`src/rtl/memory_access.sv`:
```
// Memory-access pipeline stage: turns EX/MEM loads and stores into a
// req/ack data-memory transaction, formats load data, and feeds the
// MEM/WB pipeline register. Misaligned accesses never reach memory.
module memory_access (
    input  logic        clk,
    input  logic        rst,
    input  logic        stall_in,
    input  logic [31:0] EM_IR,
    input  logic [31:0] alu_result,
    input  logic [31:0] store_data,
    input  logic [4:0]  write_addr_in,
    input  logic        wb_we_in,
    output logic        mem_req,
    output logic        mem_we,
    output logic [31:0] mem_addr,
    output logic [3:0]  mem_be,
    output logic [31:0] mem_wdata,
    input  logic        mem_ack,
    input  logic [31:0] mem_rdata,
    output logic [31:0] MW_IR,
    output logic [31:0] write_data_out,
    output logic [4:0]  write_addr_out,
    output logic        wb_we_out,
    output logic        stall_out,
    output logic        misalign
);

    typedef enum logic [1:0] {IDLE, ACCESS, DONE} state_t;

    localparam logic [5:0] OP_LB  = 6'h20;
    localparam logic [5:0] OP_LH  = 6'h21;
    localparam logic [5:0] OP_LW  = 6'h23;
    localparam logic [5:0] OP_LBU = 6'h24;
    localparam logic [5:0] OP_LHU = 6'h25;
    localparam logic [5:0] OP_SB  = 6'h28;
    localparam logic [5:0] OP_SH  = 6'h29;
    localparam logic [5:0] OP_SW  = 6'h2B;

    localparam logic [1:0] SZ_BYTE = 2'd0;
    localparam logic [1:0] SZ_HALF = 2'd1;
    localparam logic [1:0] SZ_WORD = 2'd2;

    state_t      state;
    logic        is_load, is_store, sign_ld, unaligned, misaligned, aligned_mem;
    logic [1:0]  size;
    logic [3:0]  be_next;
    logic [31:0] wdata_next;
    logic        acc_load, acc_signed;
    logic [1:0]  acc_size, acc_off;
    logic [7:0]  sel_byte;
    logic [15:0] sel_half;
    logic [31:0] load_fmt, load_data;

    // Opcode decode and alignment check of the instruction sitting in EX/MEM
    always_comb begin
        is_load  = 1'b0;
        is_store = 1'b0;
        sign_ld  = 1'b0;
        size     = SZ_WORD;
        case (EM_IR[31:26])
            OP_LB:  begin is_load = 1'b1;  size = SZ_BYTE; sign_ld = 1'b1; end
            OP_LH:  begin is_load = 1'b1;  size = SZ_HALF; sign_ld = 1'b1; end
            OP_LW:  begin is_load = 1'b1;  size = SZ_WORD; end
            OP_LBU: begin is_load = 1'b1;  size = SZ_BYTE; end
            OP_LHU: begin is_load = 1'b1;  size = SZ_HALF; end
            OP_SB:  begin is_store = 1'b1; size = SZ_BYTE; end
            OP_SH:  begin is_store = 1'b1; size = SZ_HALF; end
            OP_SW:  begin is_store = 1'b1; size = SZ_WORD; end
            default: ;
        endcase
        unaligned   = ((size == SZ_HALF) && alu_result[0]) ||
                      ((size == SZ_WORD) && (alu_result[1:0] != 2'b00));
        misaligned  = (is_load || is_store) && unaligned;
        aligned_mem = (is_load || is_store) && !unaligned;
    end

    // Little-endian byte enables and lane-replicated store data for the new access
    always_comb begin
        be_next    = 4'b1111;
        wdata_next = store_data;
        case (size)
            SZ_BYTE: begin
                be_next    = 4'b0001 << alu_result[1:0];
                wdata_next = {4{store_data[7:0]}};
            end
            SZ_HALF: begin
                be_next    = alu_result[1] ? 4'b1100 : 4'b0011;
                wdata_next = {2{store_data[15:0]}};
            end
            default: ;
        endcase
    end

    // Select and extend the addressed lane of the returning load word
    always_comb begin
        case (acc_off)
            2'd0:    sel_byte = mem_rdata[7:0];
            2'd1:    sel_byte = mem_rdata[15:8];
            2'd2:    sel_byte = mem_rdata[23:16];
            default: sel_byte = mem_rdata[31:24];
        endcase
        sel_half = acc_off[1] ? mem_rdata[31:16] : mem_rdata[15:0];
        case (acc_size)
            SZ_BYTE: load_fmt = {{24{acc_signed & sel_byte[7]}}, sel_byte};
            SZ_HALF: load_fmt = {{16{acc_signed & sel_half[15]}}, sel_half};
            default: load_fmt = mem_rdata;
        endcase
    end

    // Upstream must hold while an access is pending or being issued
    assign stall_out = (state == ACCESS) || ((state == IDLE) && aligned_mem);

    // Access FSM together with the memory port and MEM/WB registers
    always_ff @(posedge clk or posedge rst) begin
        if (rst) begin
            state          <= IDLE;
            mem_req        <= 1'b0;
            mem_we         <= 1'b0;
            mem_addr       <= '0;
            mem_be         <= '0;
            mem_wdata      <= '0;
            MW_IR          <= '0;
            write_data_out <= '0;
            write_addr_out <= '0;
            wb_we_out      <= 1'b0;
            misalign       <= 1'b0;
            acc_load       <= 1'b0;
            acc_signed     <= 1'b0;
            acc_size       <= SZ_WORD;
            acc_off        <= '0;
            load_data      <= '0;
        end else begin
            misalign <= 1'b0;
            case (state)
                IDLE: begin
                    if (!stall_in) begin
                        if (aligned_mem) begin
                            state      <= ACCESS;
                            mem_req    <= 1'b1;
                            mem_we     <= is_store;
                            mem_addr   <= {alu_result[31:2], 2'b00};
                            mem_be     <= be_next;
                            mem_wdata  <= wdata_next;
                            acc_load   <= is_load;
                            acc_signed <= sign_ld;
                            acc_size   <= size;
                            acc_off    <= alu_result[1:0];
                        end else begin
                            MW_IR          <= EM_IR;
                            write_data_out <= alu_result;
                            write_addr_out <= write_addr_in;
                            wb_we_out      <= wb_we_in & ~misaligned;
                            misalign       <= misaligned;
                        end
                    end
                end
                ACCESS: begin
                    if (mem_ack) begin
                        mem_req   <= 1'b0;
                        load_data <= load_fmt;
                        state     <= DONE;
                    end
                end
                DONE: begin
                    if (!stall_in) begin
                        MW_IR          <= EM_IR;
                        write_data_out <= acc_load ? load_data : alu_result;
                        write_addr_out <= write_addr_in;
                        wb_we_out      <= acc_load & wb_we_in;
                        state          <= IDLE;
                    end
                end
                default: state <= IDLE;
            endcase
        end
    end

endmodule

```
`config.mk`:
```
export PLATFORM = sky130hd
export DESIGN_NAME = memory_access
export DESIGN_NICKNAME = d
export VERILOG_FILES = /design/src/rtl/memory_access.sv
export SDC_FILE = /design/constraint.sdc
export NUM_CORES = 1
export LEC_CHECK = 0
export ABC_AREA = 1
export CAP_MARGIN = 20
export CORE_MARGIN = 3
export CORE_UTILIZATION = 25
export DETAILED_ROUTE_END_ITERATION = 7
export REMOVE_ABC_BUFFERS = 1
export SYNTH_ARGS = -nofsm -noshare
export SYNTH_HDL_FRONTEND = slang
export SYNTH_SLANG_ARGS = --single-unit
```
`constraint.sdc`:
```
create_clock -name clk -period 6.9 [get_ports clk]
set_clock_uncertainty 0.2 [all_clocks]
set_input_delay 1.38 -clock clk [delete_from_list [all_inputs] [get_ports clk]]
set_output_delay 1.38 -clock clk [all_outputs]
set_load 0.02 [all_outputs]
```
==> results.py <==
metrics = {
    "yosys": {
        "synthTopCellsByArea": "dfrtp_1 56%, nand2_1 16%, o21ai_0 7.0%",
        "netlist_area_um2": 8016,
        "async_reset_ff_share_pct": 100.0,
        "synth.most_common_cell": "nand2_1",
        "yosys-top-cells-count": "343 x nand2_1, 178 x dfrtp_1, 112 x o21ai_0",
        "yosysTopAreaCellShare_pct": 55.56,
        "ys_seq_elements": 179,
        "synth_edf_count": 0,
        "ys.flop_type": "dfrtp_1",
        "avgSynthCellArea_um2": 8.771,
        "synth_area_leader_cell": "dfrtp_1",
        "synthCells": 914,
        "synthDistinctLibCells": 38,
        "synth-seq-area-share_pct": 55.89,
        "yosysWarnings": 0,
    },
    "route": {
        "post_drt_wl_per_cell_um": 16.71,
        "routed_via_density": 4.505,
        "drt_pass1_iterations": 4,
        "drt_iter0_drc": 395,
        "wl_um": 26280,
        "remaining_drc_errors": 0,
        "num_vias": 7087,
        "drtAntennaViolNets": 0,
    },
    "clock_tree": {
        "cts_setup_buffers": 0,
        "insertion_delay_ns": 0.44,
        "htreeDepth": 4,
        "cts_max_path_buffers": 2,
        "cts.sinks": 179,
        "cts_tree": "done",
        "numCtsBuffers": 17,
        "root_buffer": "clkbuf_16",
        "hold_buffers": 0,
        "cts_resized": 0,
        "clk_pin_slew_ns": 0.06,
    },
    "timing": {
        "period_share_pct": 79.11,
        "finalHoldViolCount": 0,
        "worst_slew_pin_slew_ns": 0.9811,
        "rsz0062_at_grt": "no",
        "fmax_mhz": 183.2,
        "finalSetupTns_ns": 0,
        "final.min_clock_period_ns": 5.458,
        "finalSetupViolCount": 0,
        "maxSlewViolCount": 0,
        "relSlewSlack_pct": 34.52,
        "timing.hold.ws_ns": 0.2736,
    },
    "setup_path": {
        "cp.required_ns": 5.32,
        "cpMaxStageDelayCell": "clkdlybuf4s50_1",
        "cp_max_fo": 33,
        "cp-end-kind": "output port",
        "path_cells": "clkdlybuf4s50_1 -> nor2_1 -> nand3_2 -> nand2_2 -> nand2_1 -> nand2_2 -> nand3_4 -> o21ai_0 -> clkdlybuf4s50_1",
        "reg2reg_depth": 5,
        "start_kind": "input port",
        "worstSetupPathType": "input port to output port",
        "critPathMaxStageDelay_ns": 0.63,
        "arrival_ns": 3.88,
    },
    "power": {
        "ir_drop_uv": 159.2,
        "p_comb_share_pct": 31.2,
        "power_frac_seq_pct": 41.9,
        "p_leak_uw": 0.005237,
        "swShare_pct": 34.13,
        "p_int_uw": 2348,
        "p_sw_uw": 1217,
        "pwr-share-clk_pct": 26.9,
        "power_per_cell_area_nw_per_um2": 305.9,
    },
    "hold_path": {
        "worstHoldPathCells": 2,
        "hold_class": "flop to flop",
    },
    "global_route": {
        "met2_usage_pct": 24.87,
        "grt_remaining_overflow": 0,
        "grt_start_max_net_pins": 137,
        "grtUsageMet1_pct": 19.99,
        "use_met3_pct": 4.733,
        "busiest_layer": "met2",
        "grt_antenna_before_repair": 3,
        "grt_use_total_pct": 15.39,
        "grt_pass1_wl_um": 41350,
        "grt_pass1_vias": 7221,
    },
    "cells_and_area": {
        "area_delta_synth_final_pct": 45.37,
        "final_layout_size_suffix_gt1_share_pct": 5.017,
        "finish.utilization_pct": 37.51,
        "nNetsFinal": 1303,
        "fin_cells": 1573,
        "fin_area_um2": 11650,
    },
    "place": {
        "dp.cells": 1540,
        "placed_area_um2": 11060,
        "dp_hpwl_um": 18460,
        "place.gp.congestion": 0.7616,
        "io_buffers": 277,
    },
    "status": {
        "status": "complete, no violations",
    },
    "floorplan": {
        "io_pins": 280,
        "rows": 64,
        "dieHeight_um": 185.1,
        "core_um2": 31070,
        "dieArea_um2": 34250,
        "die_w_um": 185.1,
        "initial_core_util_pct": 25.80,
    },
    "run": {
        "max_cap_viol_count": 0,
    },
}
## stage by stage
step           total power [µW]  setup slack (ns)
2_1_floorplan              2026            0.4630
3_3_place_gp               2622             1.463
3_5_place_dp               2637             1.407
4_1_cts                    3621             1.402
5_1_grt                    3779             1.148
6_report                   3565             1.442
## worst max-delay path, delay by kind of cell
kind                   cells  cell delay, ns
and+or+nand+nor            6            1.16
AOI/OAI and AO/OA          1            0.20
buffers and inverters      2            1.13
## flip-flops by register name, indices dropped and copies added, names as in the netlist, 2 cells and up
name and count:
MW_IR 32, load_data 32, mem_wdata 32, write_data_out 32, mem_addr 30, write_addr_out 5
mem_be 4, acc_off 2, acc_size 2, state 2
## power by group through the flow
stage	clock network, µW	registers, µW	logic [µW]
floorplan	0	1690	335
global placement	0	1510	1110
detailed placement	0	1510	1120
CTS	993	1500	1130
global route	1030	1530	1210
finish	959	1490	1110
## per-layer routing
metal / wire, µm / part of all wire (%)
met1: 11830 / 45
met2: 12210 / 46
met3: 1767 / 6.7
met4: 450 / 1.7
met5: 24 / 0.091
## cell type report
cell class	count	area, µm²
Clock inverter	13	127.6
Multi-Input combinational cell	640	3084
Timing Repair Buffer	286	2877
Tap cell	396	495.5
Sequential cell	179	4481
Antenna cell	1	2.502
Inverter	41	161.4
Clock buffer	17	425.4
Fill cell	3151	19420
## logic make-up after synthesis
kind of cell	Yosys count	share of synthesized area (%)
other	1	0.04678
AOI/OAI and AO/OA	191	13.36
buffers and inverters	96	5.806
muxes	24	2.997
DFF	179	55.89
and+or+nand+nor	423	21.90
## cell usage in the layout, fill, tap and decap left out, types with 3 or more instances in the layout
cell type and instances:
nand3_1 49, inv_1 36, buf_4 6, clkbuf_16 17
clkinvlp_4 3, a21oi_1 42, nand2_1 343, inv_6 5
o211ai_1 6, dfrtp_1 178, inv_2 3, o221ai_1 6
nor2_1 13, mux2i_1 24, o21ai_0 112, nor2_4 4
o21ai_1 3, clkdlybuf4s50_1 277, a2bb2oi_1 17, clkinv_4 3
## final timing paths
kind	slack, ns	from	endpoint
min reg2reg	0.27	MW_IR[22]$_DFFE_PP0P_	MW_IR[22]$_DFFE_PP0P_
min in group asynchronous	1.36	rst	MW_IR[29]$_DFFE_PP0P_
max in group asynchronous	3.90	rst	mem_addr[3]$_DFFE_PP0P_
max reg2reg	3.98	acc_size[1]$_DFFE_PP1P_	load_data[18]$_DFFE_PP0P_
min	0.27	MW_IR[22]$_DFFE_PP0P_	MW_IR[22]$_DFFE_PP0P_
max	1.44	EM_IR[27]	stall_out
Power figures use the tool's default switching activity.
==> patch 1 (same settings) <==
Make the reset (`rst`) synchronous in one clocked block.
--- a/src/rtl/memory_access.sv
+++ b/src/rtl/memory_access.sv
@@ -113,3 +113,3 @@
     // Access FSM together with the memory port and MEM/WB registers
-    always_ff @(posedge clk or posedge rst) begin
+    always_ff @(posedge clk) begin
         if (rst) begin
Behaviour: differs if rst is asserted again (counterexample within 4 cycles, from zero or initial values and one cycle with rst high); with rst held inactive, the same outputs for 4 cycles.
==> patch 1 against the original RTL <==
- final area down 1.4%
- cell count grew 13%
- area after synthesis decreased by 0.97%
- setup slack worse by 550 ps
- non-clock buffer count grew 3
- wire length grew 8.1%
- hold slack worse by 10 ps
- count of clock-buffer cells in the layout grew 1
- sequential cell count unchanged
- critical endpoint unchanged
Power is not compared: it rests on default switching activity, and its combinational part moved more than twofold at a synthesized area within 25%.
==> patch 1: results (changes against the original RTL) <==
CRITICAL PATH
------------------------------------------------------------------------------
CP startpoint                                                        EM_IR[31]
Peak fanout along the critical path                                         35   +6.1%
Launching point of the worst reg2reg path                             state[0]
Worst reg-to-reg path cell count                                             7   +2
Critical Path AT                                                       4430 ps   +550 ps
Slowest stage delay, CP                                                 670 ps   +40 ps
Critical path destination                                            stall_out

FINISH
------------------------------------------------------------------------------
Share of layout cells above drive strength 1                            0.0447   -0.00550
Final net count                                                          1,513   +16%
Antenna Cells                                                                0   -1
Number of signal-net inverters in the final layout                          54   +32%
Bufs w/o clock                                                             289   +1.0%
Number of inserted filler cells in the final layout                      3,309   +5.0%
Sequential cell area                                                  3580 um2   -20%
Cell Count, Final, Fillers Out                                           1,784   +13%

ROUTE
------------------------------------------------------------------------------
Drt initial violations                                                     405   +2.5%
Max layer used                                                            met5
Routed wire length                                                   28,400 um   +8.1%
Count of vias placed by the detailed router                              8,222   +16%
Detailed-router iteration count before antenna repair                        5   +1
DR WL met2                                                           12,800 um   +4.7%
M1 WL                                                                13,000 um   +10%

DIE
------------------------------------------------------------------------------
Placeable core region                                               30,900 um2   -0.52%

GLOBAL ROUTING
------------------------------------------------------------------------------
Met1 Resource Use GR                                                     0.221   +0.0211
Global-route wire length before repair                               44,900 um   +8.5%
Antenna violations before repair                                             2   -1
Met2 usage                                                               0.267   +0.0178
GRT met3 Usage                                                          0.0525   +0.00517
Vias in the first global route                                           7,892   +9.3%
Global routing usage summed across all routing layers                    0.168   +0.0137
Pin count of the biggest net entering global routing                       103   -25%

RUN STATUS
------------------------------------------------------------------------------
Status                                                            finished clean

PLACEMENT
------------------------------------------------------------------------------
Count of input and output buffers                                          277   unchanged
Placer's final routability congestion estimate                           0.804   +5.6%
Cell area reported after detailed placement                         10,900 um2   -1.4%
HPWL after DPL                                                       19,400 um   +5.3%

WORST HOLD PATH
------------------------------------------------------------------------------
Hold path startpoint                                              mem_addr[23]
Worst Hold Endpoint                                               mem_addr[23]

LOGIC SYNTHESIS
------------------------------------------------------------------------------
Multiplexer area fraction after synthesis                                    0   -0.0300
Number of different library cells in the post-synthesis netlist             31   -18%
Post-Synthesis Cells                                                     1,149   +26%
Share of the yosys chip area belonging to registers                      0.451   -0.108
FFs w/ async S/R, synth                                                      0   -1.00
Synth top area cells                                              sky130_fd_sc_hd__dfxtp_1 45%, sky130_fd_sc_hd__nand2_1 15%, sky130_fd_sc_hd__nor2_1 7.7%
Synth top cells by count                                          327 x sky130_fd_sc_hd__nand2_1, 179 x sky130_fd_sc_hd__dfxtp_1, 163 x sky130_fd_sc_hd__nor2_1

STA
------------------------------------------------------------------------------
Hold Worst Slack                                                        264 ps   -9.99 ps

patch 1: cell count changes after synthesis, moves of 11 or more:
cell | unedited run | this run
sky130_fd_sc_hd__a21oi_1 | 42 | 117
sky130_fd_sc_hd__a2bb2oi_1 | 17 | 0
sky130_fd_sc_hd__clkbuf_1 | 17 | 50
sky130_fd_sc_hd__dfrtp_1 | 178 | 0
sky130_fd_sc_hd__dfxtp_1 | 0 | 179
sky130_fd_sc_hd__inv_1 | 37 | 48
sky130_fd_sc_hd__mux2i_1 | 24 | 0
sky130_fd_sc_hd__nand2_1 | 343 | 327
sky130_fd_sc_hd__nand3b_1 | 1 | 32
sky130_fd_sc_hd__nor2_1 | 15 | 163
sky130_fd_sc_hd__o21ai_0 | 112 | 90
patch 1: worst max-delay path: cells and delay by family:
kind / cells / cell delay, ps
AND/OR/NAND/NOR: 6 / 1610
buffers and inverters: 4 / 1400
patch 1: power by group:
group / internal, mW / switching, mW
logic: 0.178 / 0.191
clock network: 0.502 / 0.454
registers: 1.07 / 0.0193
==> patch 2 (same settings) <==
Without the edit above. The 3 states of `state_t` get a one-hot encoding in 3 bits.
--- a/src/rtl/memory_access.sv
+++ b/src/rtl/memory_access.sv
@@ -27,3 +27,3 @@
 
-    typedef enum logic [1:0] {IDLE, ACCESS, DONE} state_t;
+    typedef enum logic [2:0] {IDLE = 3'b001, ACCESS = 3'b010, DONE = 3'b100} state_t;
 
Check against the original RTL: no difference found for any inputs over 4 cycles, from zero or initial values and one cycle with rst high; so few cycles prove little.
==> patch 2 against the original RTL <==
- non-clock buffer count shrank 4
- core utilization fell by 0.83 points
- sequential share of layout area down 0.97 points
- sequential cell count grew 1
- die area grew 4.2%
- wire length rose by 7.4%
- area after synthesis grew 4.4%
- total power increased by 22%
- synthesized cell count rose by 13%
- final area is 3.2% higher
- setup slack better by 190 ps
- critical path depth is 1 higher
- critical path type unchanged
==> patch 2: results (changes against the original RTL) <==
RUN STATUS
---------------------------------------------------------------------------------
Status                                                               finished clean

CRITICAL PATH
---------------------------------------------------------------------------------
Largest delay share family, worst path                               buffers and inverters
Critical Path AT                                                          3690 ps   -190 ps
Worst reg-to-reg path cell count                                                8   +3
Launching point of the worst reg2reg path                                state[0]
Peak fanout along the critical path                                            16   -52%
CP startpoint                                                           EM_IR[31]
Reg-to-reg endpoint                                                     wb_we_out
Slowest stage delay, CP                                                    640 ps

STA
---------------------------------------------------------------------------------
Peak clock frequency supported by timing                                  190 MHz   +3.6%
Hold Worst Slack                                                           274 ps   +0.846 ps
Max_slew headroom                                                           0.309   -0.0362

PLACEMENT
---------------------------------------------------------------------------------
Worst-case setup slack after placement                                    1600 ps   +192 ps
HPWL after DPL                                                          19,100 um   +3.5%
Count of input and output buffers                                             277   unchanged
Cell area reported after detailed placement                            11,400 um2   +3.4%
Placer's final routability congestion estimate                              0.795   +4.4%

WORST HOLD PATH
---------------------------------------------------------------------------------
Hold path startpoint                                                     acc_load
Worst hold path type                                                 register to register
Worst Hold Endpoint                                                      acc_load

ROUTE
---------------------------------------------------------------------------------
Count of vias placed by the detailed router                                 7,687   +8.5%
Drt initial violations                                                        393   -0.51%
Routed WL per cell                                                        16.3 um   -2.2%

PWR
---------------------------------------------------------------------------------
Static Leakage                                                            5.68 nW   +8.5%
Worst supply voltage drop on vdd                                         0.175 mV   +10%

GLOBAL ROUTING
---------------------------------------------------------------------------------
Met2 usage                                                                  0.261   +0.0125
Global-route wire length before repair                                  44,500 um   +7.6%
Pin count of the biggest net entering global routing                          130   -5.1%
GRT met3 Usage                                                             0.0548   +0.00748
Global routing usage summed across all routing layers                       0.158   +0.00393
Antenna violations before repair                                                1   -2
Met1 Resource Use GR                                                        0.201   +0.00120

FINISH
---------------------------------------------------------------------------------
Share of layout cells above drive strength 1                               0.0553   +0.00508
Cell Count, Final, Fillers Out                                              1,727   +9.8%
Final net count                                                             1,411   +8.3%
Sequential cell area                                                     4510 um2   +0.59%
Antenna Cells                                                                   0   -1
Number of inserted filler cells in the final layout                         3,422   +8.6%

CLOCKING
---------------------------------------------------------------------------------
Count of cells resized by post-cts repair                                       0   unchanged
Register clock-pin slew on the reported worst setup and hold paths          70 ps

LOGIC SYNTHESIS
---------------------------------------------------------------------------------
Synth top cells by count                                             350 x sky130_fd_sc_hd__nand2_1, 178 x sky130_fd_sc_hd__dfrtp_1, 106 x sky130_fd_sc_hd__nand3_1
Share of the yosys chip area belonging to registers                         0.539   -0.0203
Number of different library cells in the post-synthesis netlist                35   -7.9%
Synth top area cells                                                 sky130_fd_sc_hd__dfrtp_1 53%, sky130_fd_sc_hd__nand2_1 16%, sky130_fd_sc_hd__nand3_1 6.3%
Post-Synthesis Cells                                                        1,036   +13%

## patch 2: changes by cell type after synthesis, moves of 6 or more
cell                        unedited run  this run
sky130_fd_sc_hd__nand2_1             343       350
sky130_fd_sc_hd__a2bb2oi_1            17         0
sky130_fd_sc_hd__nand3_1              49       106
sky130_fd_sc_hd__o21ai_0             112        96
sky130_fd_sc_hd__o21ai_1               3        44
sky130_fd_sc_hd__mux2i_1              24         0
sky130_fd_sc_hd__o221ai_1              6         0
sky130_fd_sc_hd__o21ai_2               1         9
sky130_fd_sc_hd__clkbuf_1             17        30
sky130_fd_sc_hd__inv_1                37        84
## patch 2: report_power, final
part           switching (mW)  internal (mW)  total, mW  leakage, nW
combinational           0.920          0.766       1.69         3.10
sequential              0.240           1.41       1.65         2.29
clock                   0.445          0.563       1.01        0.292
## patch 2: layer usage
layer,share of wire,vias up
met1,0.44,3625
li1,-,3799
met3,0.080,17
met5,0.00046,-
met4,0.0083,2
met2,0.47,244
## patch 2: logic make-up (layout without fill, tap and decap cells)
| family | Yosys count | in the layout | synth area share |
|---|---|---|---|
| buffers and inverters | 153 | 401 | 0.0792 |
| and+or+nand+nor | 498 | 498 | 0.252 |
| DFF | 180 | 180 | 0.539 |
| other | 1 | 2 | 0.000448 |
| AOI/OAI and AO/OA | 204 | 204 | 0.130 |
## patch 2: area by class of cell
type,count,share of cell area
clock inverters,11,0.0105
flip-flops and latches,180,0.375
multi-input cells,704,0.268
well taps,442,0.0460
clock buffers,20,0.0388
inverters,88,0.0283
repair buffers,282,0.234
## patch 2: tightest hold or removal path: stages (launching register included)
cell                      delay [ps]
sky130_fd_sc_hd__dfrtp_1         340
sky130_fd_sc_hd__nand2_1          50
sky130_fd_sc_hd__nand2_1          50
